## config.mk

```make
export PLATFORM = sky130hd
export DESIGN_NAME = bitreg_write_scheduler
export DESIGN_NICKNAME = d
export VERILOG_FILES = /design/src/rtl/bitreg_write_scheduler.sv
export SDC_FILE = /design/constraint.sdc
export NUM_CORES = 1
export LEC_CHECK = 0
export ABC_AREA = 1
export CAP_MARGIN = 20
export CORE_MARGIN = 2
export CORE_UTILIZATION = 40
export CTS_CLUSTER_SIZE = 40
export DETAILED_ROUTE_END_ITERATION = 7
export DONT_BUFFER_PORTS = 1
export PLACE_DENSITY = 0.65
export SLEW_MARGIN = 20
export SYNTH_ARGS = -nofsm -noshare
export SYNTH_HDL_FRONTEND = slang
export SYNTH_SLANG_ARGS = --single-unit
```

## constraint.sdc

```tcl
create_clock -name clk -period 1.8 [get_ports clk]
set_input_delay 0.18 -clock clk [delete_from_list [all_inputs] [get_ports clk]]
set_output_delay 0.18 -clock clk [all_outputs]
set_load 0.01 [all_outputs]
```

## src/rtl/bitreg_write_scheduler.sv

```systemverilog
// Write sequencer for the 8-bit bit-addressable output register.
// Arbitrates single-bit writes (A) against LSB-first word loads (B) onto the
// register's one bit-write port, and keeps a shadow of every bit written.
module bitreg_write_scheduler #(
   parameter int IDX_W = 3,
   localparam int N = 2 ** IDX_W
) (
   input  logic             clk,
   input  logic             reset,
   input  logic             a_valid,
   output logic             a_ready,
   input  logic [IDX_W-1:0] a_sel,
   input  logic             a_bit,
   input  logic             b_valid,
   output logic             b_ready,
   input  logic [N-1:0]     b_word,
   output logic             b_done,
   output logic             wr_en,
   output logic [IDX_W-1:0] wr_sel,
   output logic             wr_bit,
   output logic             busy,
   output logic [N-1:0]     shadow
);

   typedef enum logic [1:0] {
      IDLE  = 2'd0,
      WR_A  = 2'd1,
      SER_B = 2'd2
   } state_t;

   state_t           state;
   logic             rr_last;   // 1: B was served last, 0: A was served last
   logic [N-1:0]     word_q;
   logic [IDX_W-1:0] cnt;
   logic [IDX_W-1:0] cnt_next;
   logic             grant_a;
   logic             grant_b;
   logic             open;

   assign cnt_next = cnt + IDX_W'(1);

   // Round-robin grant; readies only open in IDLE and never while in reset
   always_comb begin
      open    = (state == IDLE) && !reset;
      grant_a = a_valid && (!b_valid || rr_last);
      grant_b = b_valid && (!a_valid || !rr_last);
      a_ready = open && grant_a;
      b_ready = open && grant_b;
   end

   // Transaction sequencing, registered write-port outputs and shadow update
   always_ff @(posedge clk) begin
      if (reset) begin
         state   <= IDLE;
         rr_last <= 1'b1;
         word_q  <= '0;
         cnt     <= '0;
         wr_en   <= 1'b0;
         wr_sel  <= '0;
         wr_bit  <= 1'b0;
         b_done  <= 1'b0;
         busy    <= 1'b0;
         shadow  <= '0;
      end else begin
         if (wr_en)
            shadow[wr_sel] <= wr_bit;

         case (state)
            IDLE: begin
               wr_en  <= 1'b0;
               b_done <= 1'b0;
               busy   <= 1'b0;
               if (a_ready) begin
                  state   <= WR_A;
                  rr_last <= 1'b0;
                  wr_en   <= 1'b1;
                  wr_sel  <= a_sel;
                  wr_bit  <= a_bit;
                  busy    <= 1'b1;
               end else if (b_ready) begin
                  state   <= SER_B;
                  rr_last <= 1'b1;
                  word_q  <= b_word;
                  cnt     <= '0;
                  wr_en   <= 1'b1;
                  wr_sel  <= '0;
                  wr_bit  <= b_word[0];
                  busy    <= 1'b1;
               end
            end

            WR_A: begin
               state <= IDLE;
               wr_en <= 1'b0;
               busy  <= 1'b0;
            end

            SER_B: begin
               // cnt tracks the index currently presented on wr_sel, so the
               // next bit and the b_done flag are looked up one index ahead
               if (cnt == IDX_W'(N - 1)) begin
                  state  <= IDLE;
                  cnt    <= '0;
                  wr_en  <= 1'b0;
                  b_done <= 1'b0;
                  busy   <= 1'b0;
               end else begin
                  cnt    <= cnt_next;
                  wr_sel <= cnt_next;
                  wr_bit <= word_q[cnt_next];
                  b_done <= (cnt_next == IDX_W'(N - 1));
               end
            end

            default: begin
               state <= IDLE;
               wr_en <= 1'b0;
               busy  <= 1'b0;
            end
         endcase
      end
   end

endmodule

```

After elaboration in Yosys (flattened, before gate mapping)
Cells that the tools add are included.

storage, ports and cells
  register bits after elaboration = 28
  output and inout bits = 17
  word-level logic and storage cells = 70

cells by class
  add/subtract/negate cells = 1
  $lt $le $gt $ge = 3
  eq/ne operators = 8
  mux-type cells = 28
  bitwise operators = 1
  reduce and logical (&&, ||, !) cells = 20

operators by type and width
  operator             count
  $mux 3               5
  $pmux 3 s2           2
  $mux 1               11
  $reduce_and 3->1     3
  $bwmux 8             1
  $lt 3x4->1 const B   2
  $ne 2x2->1 const B   4
  $eq 3x3->1 const B   2
  $logic_and 1x1->1    6
  $mux 2               3
  $pmux 1 s2           3
  $logic_not 1->1      4
  $pmux 2 s2           1
  $reduce_and 2->1     2
  $reduce_bool 2->1    2
  $add 3x1->3 const B  1
  $bmux 1 s3           1
  $demux 1 s3          1
  $ge 3x1->1 const B   1
  $ne 3x3->1 const B   1
  $eq 2x2->1 const B   1
  $logic_not 2->1      1
  $logic_or 1x1->1     2
  $not 1->1            1

Longest topological paths before layout
  word-level depth = 7
  gate-level depth with buffers = 9
  gate-level depth less buffers = 9

Worst setup path after synthesis
No wires, ideal clock.

  path type = reg2reg
  from = reg cnt[0]
  to = reg wr_bit
  library setup time = 0.115 ns
  data arrival time = 1.272 ns
  slack = 0.413 ns
  stages on the path, launching flop included = 9
  cells stage by stage = dfxtp_1 inv_1 ha_1 inv_1 nand3_1 nand3_1 nand3_1 nor2_1 nor2_1

between the ends
  word-level cells in the longest chain between the ends = 5
  elaborated cells between the ends (all ways) = 8

ends and longest elaborated chain
  what                          RTL line  text
  start, declared               34        logic [IDX_W-1:0] cnt;
  start signal, assigned        108       cnt <= cnt_next;
  $add 3x1->3                   40        assign cnt_next = cnt + IDX_W'(1);
  $bmux 1 s3                    110       wr_bit <= word_q[cnt_next];
  $mux 1 (implied by the code)  110
  $mux 1                        101       if (cnt == IDX_W'(N - 1)) begin
  $pmux 1 s2                    68        case (state)
  end signal, assigned          78        wr_bit <= a_bit;
  end signal, assigned          87        wr_bit <= b_word[0];
  end signal, assigned          110
  end, declared                 20        output logic wr_bit,

Parallel ways exist; a longest one is shown, timed or not. The select of a mux whose other input is x is not followed.
A chain may end at the register's enable or synchronous reset.

Worst setup path after layout
Same ends and word-level chain as after synthesis.

==> results.cfg <==
[outcome]
status = complete, no violations

[timing]
slew_headroom_pct = 68.1
finalMaxSlewViolations = 0
setup_viol = 0
hold_viol = 0
worstMarginPinSlew_ns = 0.477
setup_ws_ns = 0.239
fin_skew_ns = 0.00194
max_clock_freq_mhz = 640
fin_setup_tns_ns = 0
rsz0062_at_grt = no
min_period_over_period_pct = 86.7
final.min_clock_period_ns = 1.56

[logic_synthesis]
ys_top_cells_by_count = 50 x nand2_1, 28 x dfxtp_1, 20 x nand3_1
ys_ff_latch = 28
yosysSeqAreaShare_pct = 42.9
synth_top_area_share_pct = 42.9
synth_top_cell_by_area = dfxtp_1
synth_cell_types = 20
synth-main-ff-cell = dfxtp_1
synth_most_common_cell = nand2_1
synth-edff-count = 0
synth.net_count = 203
synthArstFlopShare_pct = 0
ys_top_cells_by_area = dfxtp_1 43%, nand2_1 14%, nand3_1 7.7%, inv_1 5.2%, nor2_1 5.2%
yosys_warnings = 0
synth_cells = 184
synth.avg_cell_area_um2 = 7.11
netlist_area_mm2 = 0.00131

[global_route]
grt_usage_pct = 16.3
grt_pass1_vias = 1110
overflow = 0
grt_pass1_wl_mm = 4.60
grt_max_degree = 15
antenna_found_initial = 0

[placement]
dp.cells = 224
place_ws_ns = 0.266
globalplace.congestion = 0.811
post-dp-hpwl_mm = 2.09
port-buffer-count = 0

[finish]
nets = 212
layout-drive-gt1-share_pct = 9.95
num_antenna_cells = 0
num-fill-cells = 324
stdcell_count = 235
syn_to_final_growth_pct = 10.6

[detailed_routing]
routed.top_layer = met4
wl_met1_mm = 1.20
wl_met2_mm = 1.39
vias_per_cell = 4.89
ant_nets = 0
drt_first_iter_violations = 68
drt-total-wl_mm = 2.79
drc = 0
met3_length_um = 165
first_pass_iters = 4
wl_per_cell_um = 11.9
vias = 1150

[power]
sequentialPowerShare_pct = 60.0
p_switching_uw = 384
p_int_uw = 823
pwr-share-comb_pct = 19.4
power_mw = 1.21
pwr-share-clk_pct = 20.7
power_density_mw_per_mm2 = 834
peakVddDrop_v = 0.000302
switching_share_pct = 31.8
p_leak_nw = 0.634

[floorplanning]
die_area_mm2 = 0.00374
start_util_pct = 42.5
core_mm2 = 0.00308
io-pin-count = 33
die_x_um = 61.2
row_count = 20
die_h_um = 61.2

[worst_setup_path]
reg2reg_depth = 8
crit_fanout = 8
worstSetupEndpointType = flip-flop
critPathLaunchType = flip-flop
arrival_ns = 1.79
required_ns = 2.03
worstSetupPathType = reg2reg

[clock_tree]
cts_tree = built
cts_root_buf = clkbuf_4
cts_inserted_buffers = 3
cts_max_level = 1
insertion_delay_ns = 0.32
clockBufferDepth = 2
cts_setup_buffers = 0
cts_resized = 0
cts_sinks = 28
clk_pin_slew_ns = 0.14

[worst_hold_path]
worstHoldPathCells = 2
min_path_type = in2reg

[flow_run]
max_cap_violations = 0
-- what timing repair did --
item	in CTS	in global routing
endpoints found under the setup margin	0	0
endpoints found under the hold margin	19	0
hold buffers	8	0
-- power by group through the flow --
| stage | Sequential [mW] | Clock [mW] | Combinational (mW) |
|---|---|---|---|
| final | 0.724 | 0.249 | 0.234 |
| after global routing | 0.733 | 0.286 | 0.266 |
| after CTS | 0.724 | 0.260 | 0.235 |
| after detailed placement | 0.738 | 0 | 0.216 |
| after global placement | 0.737 | 0 | 0.209 |
| after floorplan | 0.716 | 0 | 0.196 |
-- worst paths after layout --
kind / start / to / slack, ns
setup / recovery: cnt[0] / wr_bit / 0.24
hold / removal: b_word[0] / word_q[0] / 0.02
setup reg to reg: cnt[0] / wr_bit / 0.24
hold reg to reg: word_q[2] / word_q[2] / 0.48
-- cells by family (layout without fill, tap and decap cells) --
logic type / Yosys count / count (layout) / share of synthesized area [%]
flops: 28 / 28 / 42.9
compound gates: 28 / 28 / 11.4
buf+inv: 28 / 35 / 8.33
fa+ha+maj: 3 / 3 / 2.87
simple gates: 97 / 97 / 34.5
-- area by class of cell --
cell class / count / area, µm² / area share (%)
clock buffers: 3 / 22.5 / 1.56
well taps: 44 / 55.1 / 3.81
flip-flops and latches: 28 / 561 / 38.8
inverters: 24 / 90.1 / 6.23
multi-input cells: 128 / 638 / 44.1
repair buffers: 8 / 80.1 / 5.54
-- per-layer routing --
layer	vias to the layer above	track usage, %
met1	514	17.8
met2	31	29.8
met3	4	4.83
met4	0	5.90
li1	601	-
met5	-	0
-- registers in the layout (all words and copies together), names as in the netlist --
register / count
shadow: 8
word_q: 8
cnt: 3
wr_sel: 3
state: 2
b_done: 1
busy: 1
rr_last: 1
wr_bit: 1
-- layout by cell type, fill, tap and decap left out, drive strengths merged --
cell type     n
a21oi        11
clkbuf        3
dfxtp        28
dlygate4sd3   8
ha            3
inv          24
nand2        54
nand3        22
nor2         21
o211ai        1
o21ai        15
o31ai         1
-- critical path, stage by stage (launching register included) --
cell     delay (ns)
dfxtp_1        0.48
inv_1          0.15
ha_1           0.36
inv_1          0.10
nand3_1        0.08
nand3_1        0.09
nand3_1        0.08
nor2_1         0.09
nor2_1         0.04
-- per-stage QoR --
step / cell area, µm² / hold WS [ns] / util (%)
after floorplan: 1310 / 0.249 / -
after detailed placement: 1340 / 0.253 / 43.7
after global routing: 1450 / 0.0357 / 47.0
final: 1450 / 0.0212 / 47.0
after global placement: 1340 / 0.251 / 43.7
after CTS: 1450 / 0.0166 / 47.0
(Power assumes the default switching activity.)
